`src/rtl/mips_cpu_pkg.sv`:
```
// Shared CPU definitions used by the writeback path.
//   REG_IDX_W   : width of a register index
//   REG_COUNT   : number of architectural registers
//   NUM_REQ     : number of writeback requesters
//   reg_idx_t   : register index type
//   requester_e : writeback requester identity (ALU, load unit)
package mips_cpu_pkg;

    localparam int REG_IDX_W = 5;
    localparam int REG_COUNT = 32;
    localparam int NUM_REQ   = 2;

    typedef logic [REG_IDX_W-1:0] reg_idx_t;

    // Enum values double as bit positions in request/grant vectors.
    typedef enum logic {
        REQ_ALU = 1'b0,
        REQ_LD  = 1'b1
    } requester_e;

endpackage

```
`src/rtl/rr_arb2.sv`:
```
// Two-requester arbiter for register-file writeback.
// Ports:
//   clk, rst : clock, synchronous active-high reset
//   req[1:0] : requests, bit 0 = ALU, bit 1 = load
//   gnt[1:0] : one-hot (or zero) grant, combinational from req and pointer
// FAIR=1 alternates on contested cycles using a last-winner pointer;
// FAIR=0 always favours the load requester.
module rr_arb2
    import mips_cpu_pkg::*;
#(
    parameter int FAIR = 1
) (
    input  logic               clk,
    input  logic               rst,
    input  logic [NUM_REQ-1:0] req,
    output logic [NUM_REQ-1:0] gnt
);

    requester_e last_win_r;
    requester_e winner_s;
    logic       contested_s;

    // Grant selection; nothing is granted while reset is held.
    always_comb begin
        gnt         = 2'b00;
        winner_s    = REQ_ALU;
        contested_s = 1'b0;
        if (rst) begin
            gnt = 2'b00;
        end else begin
            case (req)
                2'b01: begin
                    winner_s = REQ_ALU;
                    gnt      = 2'b01;
                end
                2'b10: begin
                    winner_s = REQ_LD;
                    gnt      = 2'b10;
                end
                2'b11: begin
                    contested_s = 1'b1;
                    if (FAIR != 0) begin
                        if (last_win_r == REQ_ALU) begin
                            winner_s = REQ_LD;
                        end else begin
                            winner_s = REQ_ALU;
                        end
                    end else begin
                        winner_s = REQ_LD;
                    end
                    if (winner_s == REQ_LD) begin
                        gnt = 2'b10;
                    end else begin
                        gnt = 2'b01;
                    end
                end
                default: begin
                    gnt = 2'b00;
                end
            endcase
        end
    end

    // Last-winner pointer: reset value LD makes the first contest go to ALU.
    always_ff @(posedge clk) begin
        if (rst) begin
            last_win_r <= REQ_LD;
        end else if (contested_s) begin
            last_win_r <= winner_s;
        end else begin
            last_win_r <= last_win_r;
        end
    end

endmodule

```
`src/rtl/regfile_wb_arbiter.sv`:
```
// Register-file writeback arbiter with pending-write scoreboard.
// Ports:
//   clk, rst                          : clock, synchronous active-high reset
//   alu_valid/alu_dest/alu_data       : ALU writeback request
//   alu_ready                         : ALU request accepted this cycle
//   ld_valid/ld_dest/ld_data          : load writeback request
//   ld_ready                          : load request accepted this cycle
//   rsv_valid/rsv_dest                : issue-stage reservation of a destination
//   rf_wren/rf_wr/rf_wd               : registered register-file write port
//   pending[31:0]                     : registers with an outstanding write
module regfile_wb_arbiter
    import mips_cpu_pkg::*;
#(
    parameter int DATA_W = 32,
    parameter int FAIR   = 1
) (
    input  logic                 clk,
    input  logic                 rst,
    input  logic                 alu_valid,
    input  logic [4:0]           alu_dest,
    input  logic [DATA_W-1:0]    alu_data,
    output logic                 alu_ready,
    input  logic                 ld_valid,
    input  logic [4:0]           ld_dest,
    input  logic [DATA_W-1:0]    ld_data,
    output logic                 ld_ready,
    input  logic                 rsv_valid,
    input  logic [4:0]           rsv_dest,
    output logic                 rf_wren,
    output logic [4:0]           rf_wr,
    output logic [DATA_W-1:0]    rf_wd,
    output logic [REG_COUNT-1:0] pending
);

    logic [NUM_REQ-1:0]   req_s;
    logic [NUM_REQ-1:0]   gnt_s;
    logic                 xfer_s;
    reg_idx_t             dest_s;
    logic [DATA_W-1:0]    data_s;
    logic [REG_COUNT-1:0] pending_next_s;

    logic                 rf_wren_r;
    reg_idx_t             rf_wr_r;
    logic [DATA_W-1:0]    rf_wd_r;
    logic [REG_COUNT-1:0] pending_r;

    assign req_s = {ld_valid, alu_valid};

    rr_arb2 #(
        .FAIR (FAIR)
    ) u_arb (
        .clk (clk),
        .rst (rst),
        .req (req_s),
        .gnt (gnt_s)
    );

    assign alu_ready = gnt_s[0];
    assign ld_ready  = gnt_s[1];

    // Winning request mux.
    always_comb begin
        xfer_s = |gnt_s;
        dest_s = alu_dest;
        data_s = alu_data;
        if (gnt_s[1]) begin
            dest_s = ld_dest;
            data_s = ld_data;
        end else begin
            dest_s = alu_dest;
            data_s = alu_data;
        end
    end

    // Scoreboard update: completion clears first so a same-cycle reservation wins.
    always_comb begin
        pending_next_s = pending_r;
        if (xfer_s && (dest_s != 5'd0)) begin
            pending_next_s[dest_s] = 1'b0;
        end else begin
            pending_next_s = pending_next_s;
        end
        if (rsv_valid && (rsv_dest != 5'd0)) begin
            pending_next_s[rsv_dest] = 1'b1;
        end else begin
            pending_next_s = pending_next_s;
        end
        pending_next_s[0] = 1'b0;
    end

    // Registered write port and scoreboard; writes to r0 are accepted but dropped.
    always_ff @(posedge clk) begin
        if (rst) begin
            rf_wren_r <= 1'b0;
            rf_wr_r   <= 5'd0;
            rf_wd_r   <= {DATA_W{1'b0}};
            pending_r <= {REG_COUNT{1'b0}};
        end else begin
            rf_wren_r <= xfer_s && (dest_s != 5'd0);
            if (xfer_s) begin
                rf_wr_r <= dest_s;
                rf_wd_r <= data_s;
            end else begin
                rf_wr_r <= rf_wr_r;
                rf_wd_r <= rf_wd_r;
            end
            pending_r <= pending_next_s;
        end
    end

    assign rf_wren = rf_wren_r;
    assign rf_wr   = rf_wr_r;
    assign rf_wd   = rf_wd_r;
    assign pending = pending_r;

endmodule

```
`config.mk`:
```
export PLATFORM = sky130hd
export DESIGN_NAME = regfile_wb_arbiter
export DESIGN_NICKNAME = d
export VERILOG_FILES = /design/src/rtl/mips_cpu_pkg.sv /design/src/rtl/rr_arb2.sv /design/src/rtl/regfile_wb_arbiter.sv
export SDC_FILE = /design/constraint.sdc
export NUM_CORES = 1
export LEC_CHECK = 0
export ABC_AREA = 1
export CORE_MARGIN = 1
export CORE_UTILIZATION = 45
export DETAILED_ROUTE_END_ITERATION = 10
export PLACE_DENSITY_LB_ADDON = 0.08
export SLEW_MARGIN = 20
export SYNTH_ARGS = -nofsm -noshare
export SYNTH_HDL_FRONTEND = slang
export SYNTH_HIERARCHICAL = 1
export SYNTH_SLANG_ARGS = --single-unit
```
`constraint.sdc`:
```
create_clock -name clk -period 3.87 [get_ports clk]
set_input_delay 0.387 -clock clk [delete_from_list [all_inputs] [get_ports clk]]
set_output_delay 0.387 -clock clk [all_outputs]
set_load 0.02 [all_outputs]
```
==> qor.txt, run 1 <==
Synth Cell Area = 3490 µm²
clock slew at reported path FFs = 0.07 ns
Worst Hold Depth = 2
run status = complete, no violations
Layout Skew = 0.00575 ns
largest family of logic cells by synthesized area = simple AND/OR/NAND/NOR gates
Avg Cell Area, Syn = 6.64 µm²
YS warnings = 6
initial antenna violation count = 0
Inserted Clock Buffers = 9
# DRC = 0
TNS Setup = 0 ns
Adder-Cell Fraction of Synth Area = 0
TritonRoute pass-1 iters = 5
Remaining Overflow, GRT = 0
Vias per Instance = 5.08
max-cap viol count = 0
Area Growth Syn to Fin = 51.5%
synth top area cells = dfxtp_1 40%, nand2_1 19%, nand3_1 11%
setup repair bufs after CTS = 0
drt initial violations = 177
leakage power = 2.31 nW
Synth Area in Compound Gates = 0.0843
largest net degree at the start of global routing = 43
H-tree levels = 3
final hold vios = 0
layout net count = 751
# resized after CTS = 0
xor/xnor share of the synthesized area = 0
Vias = 3917
Highest Clock Rate = 0.350 GHz
Critical Path RT = 4.14 ns
CTS Hold Bufs = 0
ys async rst share = 0
# diodes = 0
# setup viols final = 0
VDD IR max = 227 µV
GRT Resource Usage Total = 0.265
FP Rows = 31
R2R depth = 7
first-pass GRT wire length = 17.6 mm
die width = 90.0 µm
Clock Tree Buf Depth = 2
Power Dens Cells = 340 nW/µm²
CP Data Arrival Time = 3.12 ns
Final Max Tran Viols = 0
crit path from = rst
CP Class = input port to flip-flop
unrepaired setup endpoints after global routing = no
Mapped Cells = 525
die height = 90.0 µm
Post-Synth Simple-Gate Area = 0.409
Slew headroom = 0.427
Synth area leader = dfxtp_1
Reg-to-Reg End = pending[9]$_SDFF_PP0_
Wirelength per Cell = 13.4 µm
multiplexer share of the synthesized area = 0
CTS tree = built
worst min path class = flip-flop to flip-flop
Hold Crit Start = pending[11]$_SDFF_PP0_
Synth Register Bits = 70
count leader, synth = nand2_1
reg2reg start = u_arb/last_win_r$_SDFFE_PP1P_
clock root cell = clkbuf_8
Critical Path Source Type = input port
number of global-route vias before repair = 3750
GPL Wtd Cong = 0.828
min Tclk post-route = 2.86 ns
Final Routed Wirelength = 10.3 mm
top-area cell type share of the netlist area = 0.402
die area = 8110 µm²
fraction of layout instances using a drive strength above 1 = 0.0789
r2r setup slk = 1.29 ns
Crit Path Max Fanout = 42
setup slack after layout = 1.01 ns
synth cell count leaders = 178 x nand2_1, 80 x nand3_1, 70 x dfxtp_1
fin crit share = 0.739
DP Worst Slack = 0.674 ns
register area share after synthesis = 0.402
Clock Sinks = 70
Ports = 156
Worst setup EP type = flip-flop
hpwl dp = 7.49 mm
Post-synth EDFFs = 0
ys flop type = dfxtp_1
Yosys cell types = 23
core area = 7370 µm²
post-route ant nets = 0
Clock Latency Late Sink = 0.34 ns
slew of the pin with the lowest slew margin = 0.857 ns
starting density of the core = 0.473
Worst Hold Path EP = pending[11]$_SDFF_PP0_
Buffers on Ports = 154
syn nets = 609
## worst max-delay path by stage
stage	slack [ns]	depth (start not counted)	end
floorplan	1.71	14	pending[14]$_SDFF_PP0_
global placement	0.82	10	pending[1]$_SDFF_PP0_
detailed placement	0.67	10	pending[9]$_SDFF_PP0_
CTS	1.04	10	pending[9]$_SDFF_PP0_
global route	0.83	10	pending[29]$_SDFF_PP0_
finish	1.01	10	pending[9]$_SDFF_PP0_
## registers in the layout, indices dropped and copies added (netlist names)
register	flops
rf_wd	32
u_arb/last_win_r	1
rf_wr	5
rf_wren	1
pending	31
## placed cells by master (no fill, tap or decap)
cell type | synthesis | layout
nor2_1 | 20 | 20
nand3_2 | 10 | 10
clkbuf_1 | 19 | 2
nand3_1 | 80 | 80
o21ai_1 | 3 | 3
a21oi_4 | 0 | 1
conb_1 | 1 | 1
clkinv_2 | 0 | 2
nand2_1 | 178 | 178
nand2_2 | 5 | 5
nand2_4 | 3 | 3
nor2_4 | 3 | 3
inv_1 | 58 | 58
a21oi_2 | 9 | 10
nand4_1 | 10 | 10
o21ai_0 | 11 | 11
clkdlybuf4s50_1 | 0 | 154
dfxtp_1 | 70 | 70
buf_4 | 3 | 4
clkbuf_8 | 0 | 10
clkinv_1 | 1 | 1
bufinv_16 | 0 | 2
inv_2 | 3 | 3
a21oi_1 | 29 | 27
nor3_1 | 4 | 4
## layout make-up
type	count	area, µm²
Clock buffer	12	145
Clock inverter	4	70.1
Fill cell	615	2090
Inverter	62	233
Multi-Input combinational cell	366	1740
Sequential cell	70	1400
Tap cell	99	124
Timing Repair Buffer	158	1570
## where the power goes
part | switching (mW) | internal, mW
clock | 0.264 | 0.379
sequential | 0.0171 | 0.752
combinational | 0.207 | 0.176
total | 0.488 | 1.31
## metal layers
layer | global-route usage | part of all wire | routed length [µm] | vias to the layer above
met2 | 0.457 | 0.49 | 5090 | 173
met4 | 0.103 | 0.030 | 313 | 0
met1 | 0.302 | 0.39 | 4050 | 1763
met5 | 0 | 0 | 0 | -
met3 | 0.0888 | 0.084 | 865 | 29
li1 | - | - | - | 1952
## logic make-up after synthesis
logic type             count (synthesis)
other                                  1
AO/OA/AOI/OAI                         52
AND/OR/NAND/NOR                      313
flip-flops                            70
buffers and inverters                 89
## through the flow
stage                     hold slack, ns  cells  instance area, µm²  power (mW)   util
after floorplan                    0.462    525                3490       0.979      -
after global placement             0.449    755                5070        1.16  0.688
after detailed placement           0.459    755                5070        1.17  0.688
after CTS                          0.469    771                5280        1.81  0.717
after global routing               0.480    771                5280        1.88  0.717
final                              0.464    771                5280        1.80  0.717
## critical path, cell delays in order
cell,delay [ns]
clkdlybuf4s50_1,0.47
inv_1,0.07
nand2_1,0.11
a21oi_4,0.04
buf_4,0.27
nor2_4,0.71
inv_2,0.47
nand3_2,0.29
o21ai_0,0.12
a21oi_1,0.15
Note: power is estimated with default switching activity, not from simulation.
==> inputs of run 2 (changes only) <==
- CORE_UTILIZATION: 45 -> 42
- clock period: 3.87 -> 2.8 ns (I/O delays scaled with it)
==> run 2 against run 1 <==
Effect of this change:
- cell count up 0.78%
- clock power up 6.8%
- core utilization down 4.8 points
- setup slack worse by 0.60 ns
==> qor.txt, run 2 (synthesis results as in run 1) <==
reg2reg start = u_arb/last_win_r$_SDFFE_PP1P_
Finished Core Util = 0.669 (-0.0479)
H-tree levels = 3 (unchanged)
layout net count = 756 (+0.67%)
Remaining Overflow, GRT = 0 (unchanged)
max reg flops = 32 (unchanged)
slew of the pin with the lowest slew margin = 0.675 ns (-0.182 ns)
Clock Latency Late Sink = 0.34 ns (about the same)
Crit Path Max Fanout = 36 (-14%)
hpwl dp = 7.64 mm (+2.0%)
Crit-path slowest cell = clkdlybuf4s50_1
initial antenna violation count = 0 (unchanged)
Wirelength per Cell = 13.3 µm (-1.0%)
Power Dens Cells = 434 nW/µm² (+28%)
# DRC = 0 (unchanged)
clock slew at reported path FFs = 0.07 ns (about the same)
starting density of the core = 0.442 (-0.0311)
min Tclk post-route = 2.39 ns
# setup viols final = 0 (unchanged)
Slowest Stage Delay on Critical Path = 0.63 ns (-0.08 ns)
Layout Cells excl Fill = 777 (+0.78%)
number of global-route vias before repair = 3648 (-2.7%)
Area Growth Syn to Fin = 51.3%
CP Data Arrival Time = 2.11 ns (-1.01 ns)
die height = 93.1 µm (+3.4%)
Buffers on Ports = 154 (unchanged)
Worst Hold Depth = 2 (unchanged)
fraction of layout instances using a drive strength above 1 = 0.0830 (+0.00409)
Crit path top cell by count = clkdlybuf4s50_1
Hold Crit Start = pending[28]$_SDFF_PP0_
total power = 2.29 mW (+27%)
footprint of the multi-input gates = 1740 µm² (unchanged)
Final Max Tran Viols = 0 (unchanged)
CTS tree = built
unrepaired setup endpoints after global routing = no
max-cap viol count = 0 (unchanged)
Clock Sinks = 70 (unchanged)
WP buf/inv = 3 (-1)
# diodes = 0 (unchanged)
CP Class = input port to primary output
Placed Cells = 763 (+1.1%)
CTS Hold Bufs = 0 (unchanged)
Worst setup EP type = primary output
Reg-to-Reg End = pending[10]$_SDFF_PP0_
R2R depth = 9 (+2)
Vias = 3827 (-2.3%)
VDD IR max = 327 µV (+44%)
fin crit share = 0.853
Slew headroom = 0.548 (+0.121)
TritonRoute pass-1 iters = 4 (-1)
TNS Setup = 0 ns (unchanged)
Critical Path Source Type = input port
Worst Hold Path EP = pending[28]$_SDFF_PP0_
commonest non-fill, non-tap cell in the layout = nand2_1
Filler Cells Inserted = 703 (+14%)
Vias per Instance = 4.93 (-3.1%)
final hold vios = 0 (unchanged)
setup repair bufs after CTS = 0 (unchanged)
GRT Resource Usage Total = 0.248 (-0.0176)
post-route ant nets = 0 (unchanged)
Critical Path RT = 2.52 ns (-1.62 ns)
GPL Wtd Cong = 0.837 (+1.2%)
Inserted Clock Buffers = 9 (unchanged)
first-pass GRT wire length = 17.0 mm (-3.5%)
drt initial violations = 133 (-25%)
Final Routed Wirelength = 10.3 mm (-0.25%)
register area = 1400 µm² (unchanged)
die area = 8670 µm² (+7.0%)
leakage power = 2.31 nW (about the same)
core area = 7890 µm² (+7.0%)
most frequent cells in the layout = 178 x nand2_1, 154 x clkdlybuf4s50_1, 80 x nand3_1, 70 x dfxtp_1, 58 x inv_1
clock root cell = clkbuf_8
placed inst area = 5120 µm² (+1.1%)
largest net degree at the start of global routing = 37 (-14%)
r2r setup slk = 0.87 ns (-0.42 ns)
Clock Tree Buf Depth = 2 (unchanged)
Design Area, Final = 5280 µm² (-0.12%)
Cell Chain, Critical Path = clkdlybuf4s50_1, nand2_1, a21oi_4, buf_12, clkdlybuf4s50_1
Highest Clock Rate = 0.419 GHz
FP Rows = 32 (+3.2%)
# resized after CTS = 0 (unchanged)
crit path from = ld_valid
die width = 93.1 µm (+3.4%)
run status = complete, no violations
Layout Skew = 0.00541 ns (-0.000341 ns)
Ports = 156 (unchanged)
CP top delay family = buffers and inverters
worst min path class = flip-flop to flip-flop
==> run 2: cell types whose count changed in the layout (fill, tap and decap cells not counted), sizes merged <==
cell / previous run / this run
buf: 4 / 9
bufinv: 2 / 0
==> run 2: layout make-up <==
type | instances | area share
inverter | 62 | 0.0441
tap | 102 | 0.0242
sequential | 70 | 0.266
clock buffer | 12 | 0.0275
clock inverter | 2 | 0.00190
multi-input combinational | 366 | 0.329
timing repair buffer | 163 | 0.307
==> run 2: worst min-delay path, delay by kind of cell, from the launching register on <==
kind | cells | cell delay, ns
simple gates | 1 | 0.06
flops | 1 | 0.31
compound gates | 1 | 0.05
==> run 2: where the power goes <==
group	switching [mW]	internal, mW	total (mW)	leakage [nW]
Combinational	0.288	0.251	0.539	1.65
Clock	0.353	0.334	0.687	0.0821
Sequential	0.0222	1.04	1.06	0.570
==> run 2: per-layer routing <==
layer  vias to the layer above  GRT usage  part of all wire  wire length, µm
li1                       1959          -                 -                -
met1                      1738      0.293              0.42             4290
met2                       120      0.430              0.49             5090
met3                        10     0.0894             0.079              817
met4                         0     0.0526             0.010              106
met5                         -          0                 0                0
==> run 2: worst max path at each step <==
stage                                         to  slack, ns  depth (start not counted)
after floorplan           pending[14]$_SDFF_PP0_       0.75                         14
after global placement    pending[10]$_SDFF_PP0_       0.39                         11
after detailed placement  pending[10]$_SDFF_PP0_       0.32                         11
after CTS                               ld_ready       0.41                          5
after global routing                    ld_ready       0.35                          5
final                                   ld_ready       0.41                          5
==> run 2: metrics by stage <==
step | setup slack (ns) | hold slack (ns)
2_1_floorplan | 0.750 | 0.412
3_3_place_gp | 0.385 | 0.452
3_5_place_dp | 0.324 | 0.459
4_1_cts | 0.413 | 0.470
5_1_grt | 0.348 | 0.496
6_report | 0.412 | 0.467
==> inputs of run 3 (changes only) <==
- CORE_UTILIZATION: 42 -> 43
- CTS_BUF_LIST: unset -> sky130_fd_sc_hd__clkbuf_4 sky130_fd_sc_hd__clkbuf_8
==> run 3 against run 2 <==
Effect of this change:
- sequential power barely moved
- sequential share of layout area fell by 0.31 points
- total power rose by 9.8%
- highest routed layer unchanged
- critical endpoint unchanged
- hold slack got worse by 0.0022 ns
- clock-buffer cell count fell by 2
- via count rose by 1.3%
- clock skew rose by 0.0064 ns
- largest cell class unchanged
- routed wire length rose by 1.4%
==> qor.txt, run 3 (synthesis results as in run 1) <==
placed inst area = 5120 µm² (about the same)
# DRC = 0 (unchanged)
final hold vios = 0 (unchanged)
final hold slack = 0.465 ns (-0.00220 ns)
unrepaired setup endpoints after global routing = no
FP Rows = 32 (unchanged)
Crit Path Max Fanout = 26 (-28%)
largest net degree at the start of global routing = 36 (-2.7%)
post-route ant nets = 0 (unchanged)
CP top delay family = buffers and inverters
fin crit share = 0.850 (-0.00244)
setup slack after layout = 0.419 ns (+0.00682 ns)
slew of the pin with the lowest slew margin = 0.644 ns (-0.0313 ns)
GRT Resource Usage Total = 0.249 (+0.00124)
worst min path class = flip-flop to flip-flop
Highest Clock Rate = 0.420 GHz (+0.29%)
clock root cell = clkbuf_8
Ports = 156 (unchanged)
drt initial violations = 141 (+6.0%)
Crit path top cell by count = clkdlybuf4s50_1
Vias = 3877 (+1.3%)
hpwl dp = 7.68 mm (+0.51%)
Crit-path slowest cell = clkdlybuf4s50_1
Area Growth Syn to Fin = 53.1%
Final Max Tran Viols = 0 (unchanged)
first-pass GRT wire length = 16.8 mm (-1.1%)
Vias per Instance = 4.97 (+0.92%)
TritonRoute pass-1 iters = 5 (+1)
Slew headroom = 0.569 (+0.0210)
H-tree levels = 3 (unchanged)
Power Dens Cells = 471 nW/µm² (+8.5%)
Filler Cells Inserted = 663 (-5.7%)
Layout Cells excl Fill = 780 (+0.39%)
VDD IR max = 286 µV (-12%)
leakage power = 2.33 nW (+1.2%)
number of global-route vias before repair = 3716 (+1.9%)
most frequent cells in the layout = 178 x nand2_1, 154 x clkdlybuf4s50_1, 80 x nand3_1, 70 x dfxtp_1, 58 x inv_1
CP Data Arrival Time = 2.10 ns (about the same)
Remaining Overflow, GRT = 0 (unchanged)
Critical Path RT = 2.52 ns (about the same)
die width = 92.1 µm (-1.1%)
layout net count = 757 (+0.13%)
setup repair bufs after CTS = 0 (unchanged)
commonest non-fill, non-tap cell in the layout = nand2_1
die area = 8470 µm² (-2.3%)
initial antenna violation count = 0 (unchanged)
Cell Chain, Critical Path = clkdlybuf4s50_1, nand2_1, a21oi_4, buf_4, clkdlybuf4s50_1
register area = 1400 µm² (unchanged)
TNS Setup = 0 ns (unchanged)
min Tclk post-route = 2.38 ns (-0.00683 ns)
clock slew at reported path FFs = 0.08 ns (about the same)
Clock Sinks = 70 (unchanged)
Clock Latency Late Sink = 0.34 ns (about the same)
Placed Cells = 764 (+0.13%)
run status = complete, no violations
total power = 2.51 mW (+9.8%)
die height = 92.1 µm (-1.1%)
GPL Wtd Cong = 0.851 (+1.6%)
Slowest Stage Delay on Critical Path = 0.69 ns (+0.06 ns)
# diodes = 0 (unchanged)
Wirelength per Cell = 13.4 µm (+0.97%)
Clock Tree Buf Depth = 2 (unchanged)
Worst setup EP type = primary output
max-cap viol count = 0 (unchanged)
Critical Path Source Type = input port
Final Routed Wirelength = 10.4 mm (+1.4%)
CTS Hold Bufs = 0 (unchanged)
fraction of layout instances using a drive strength above 1 = 0.0900 (+0.00701)
# setup viols final = 0 (unchanged)
CP Class = input port to primary output
Layout Skew = 0.0118 ns (+0.00638 ns)
CTS tree = built
# resized after CTS = 0 (unchanged)
Buffers on Ports = 154 (unchanged)
Design Area, Final = 5340 µm² (+1.2%)
WP buf/inv = 3 (unchanged)
footprint of the multi-input gates = 1740 µm² (unchanged)
DP Worst Slack = 0.270 ns (-0.0541 ns)
Inserted Clock Buffers = 9 (unchanged)
Finished Core Util = 0.687 (+0.0184)
max reg flops = 32 (unchanged)
core area = 7770 µm² (-1.5%)
starting density of the core = 0.449 (+0.00684)
==> run 3: changes by cell type in the layout (fill, tap and decap cells not counted) <==
cell,before,now
bufinv_16,0,2
buf_12,1,0
clkbuf_1,2,0
clkinvlp_4,0,2
buf_4,8,10
==> run 3: cell type report <==
class,count,share of cell area
flip-flops and latches,70,0.262
clock inverters,6,0.0159
repair buffers,164,0.303
inverters,62,0.0436
multi-input cells,366,0.326
well taps,102,0.0239
clock buffers,10,0.0258
==> run 3: metal layers <==
layer	track usage	share of wire	up-vias
li1	-	-	1955
met1	0.287	0.42	1767
met2	0.430	0.48	134
met3	0.0705	0.071	21
met4	0.105	0.024	0
met5	0	0	-
==> run 3: path summary, 6_finish.rpt <==
path	startpoint	end	cells after the start	slack, ns
setup / recovery	ld_valid	ld_ready	5	0.42
hold / removal	pending[20]$_SDFF_PP0_	pending[20]$_SDFF_PP0_	2	0.47
setup reg to reg	u_arb/last_win_r$_SDFFE_PP1P_	pending[7]$_SDFF_PP0_	10	0.83
hold reg to reg	pending[20]$_SDFF_PP0_	pending[20]$_SDFF_PP0_	2	0.47
==> run 3: tightest hold or removal path, stage by stage (launching register included) <==
cell and delay, ns:
dfxtp_1 0.32, nand2_1 0.06, a21oi_1 0.05
==> run 3: power breakdown <==
| group | internal [mW] | switching (mW) | leakage [nW] |
|---|---|---|---|
| clock | 0.523 | 0.390 | 0.108 |
| combinational | 0.250 | 0.288 | 1.66 |
| sequential | 1.04 | 0.0226 | 0.570 |
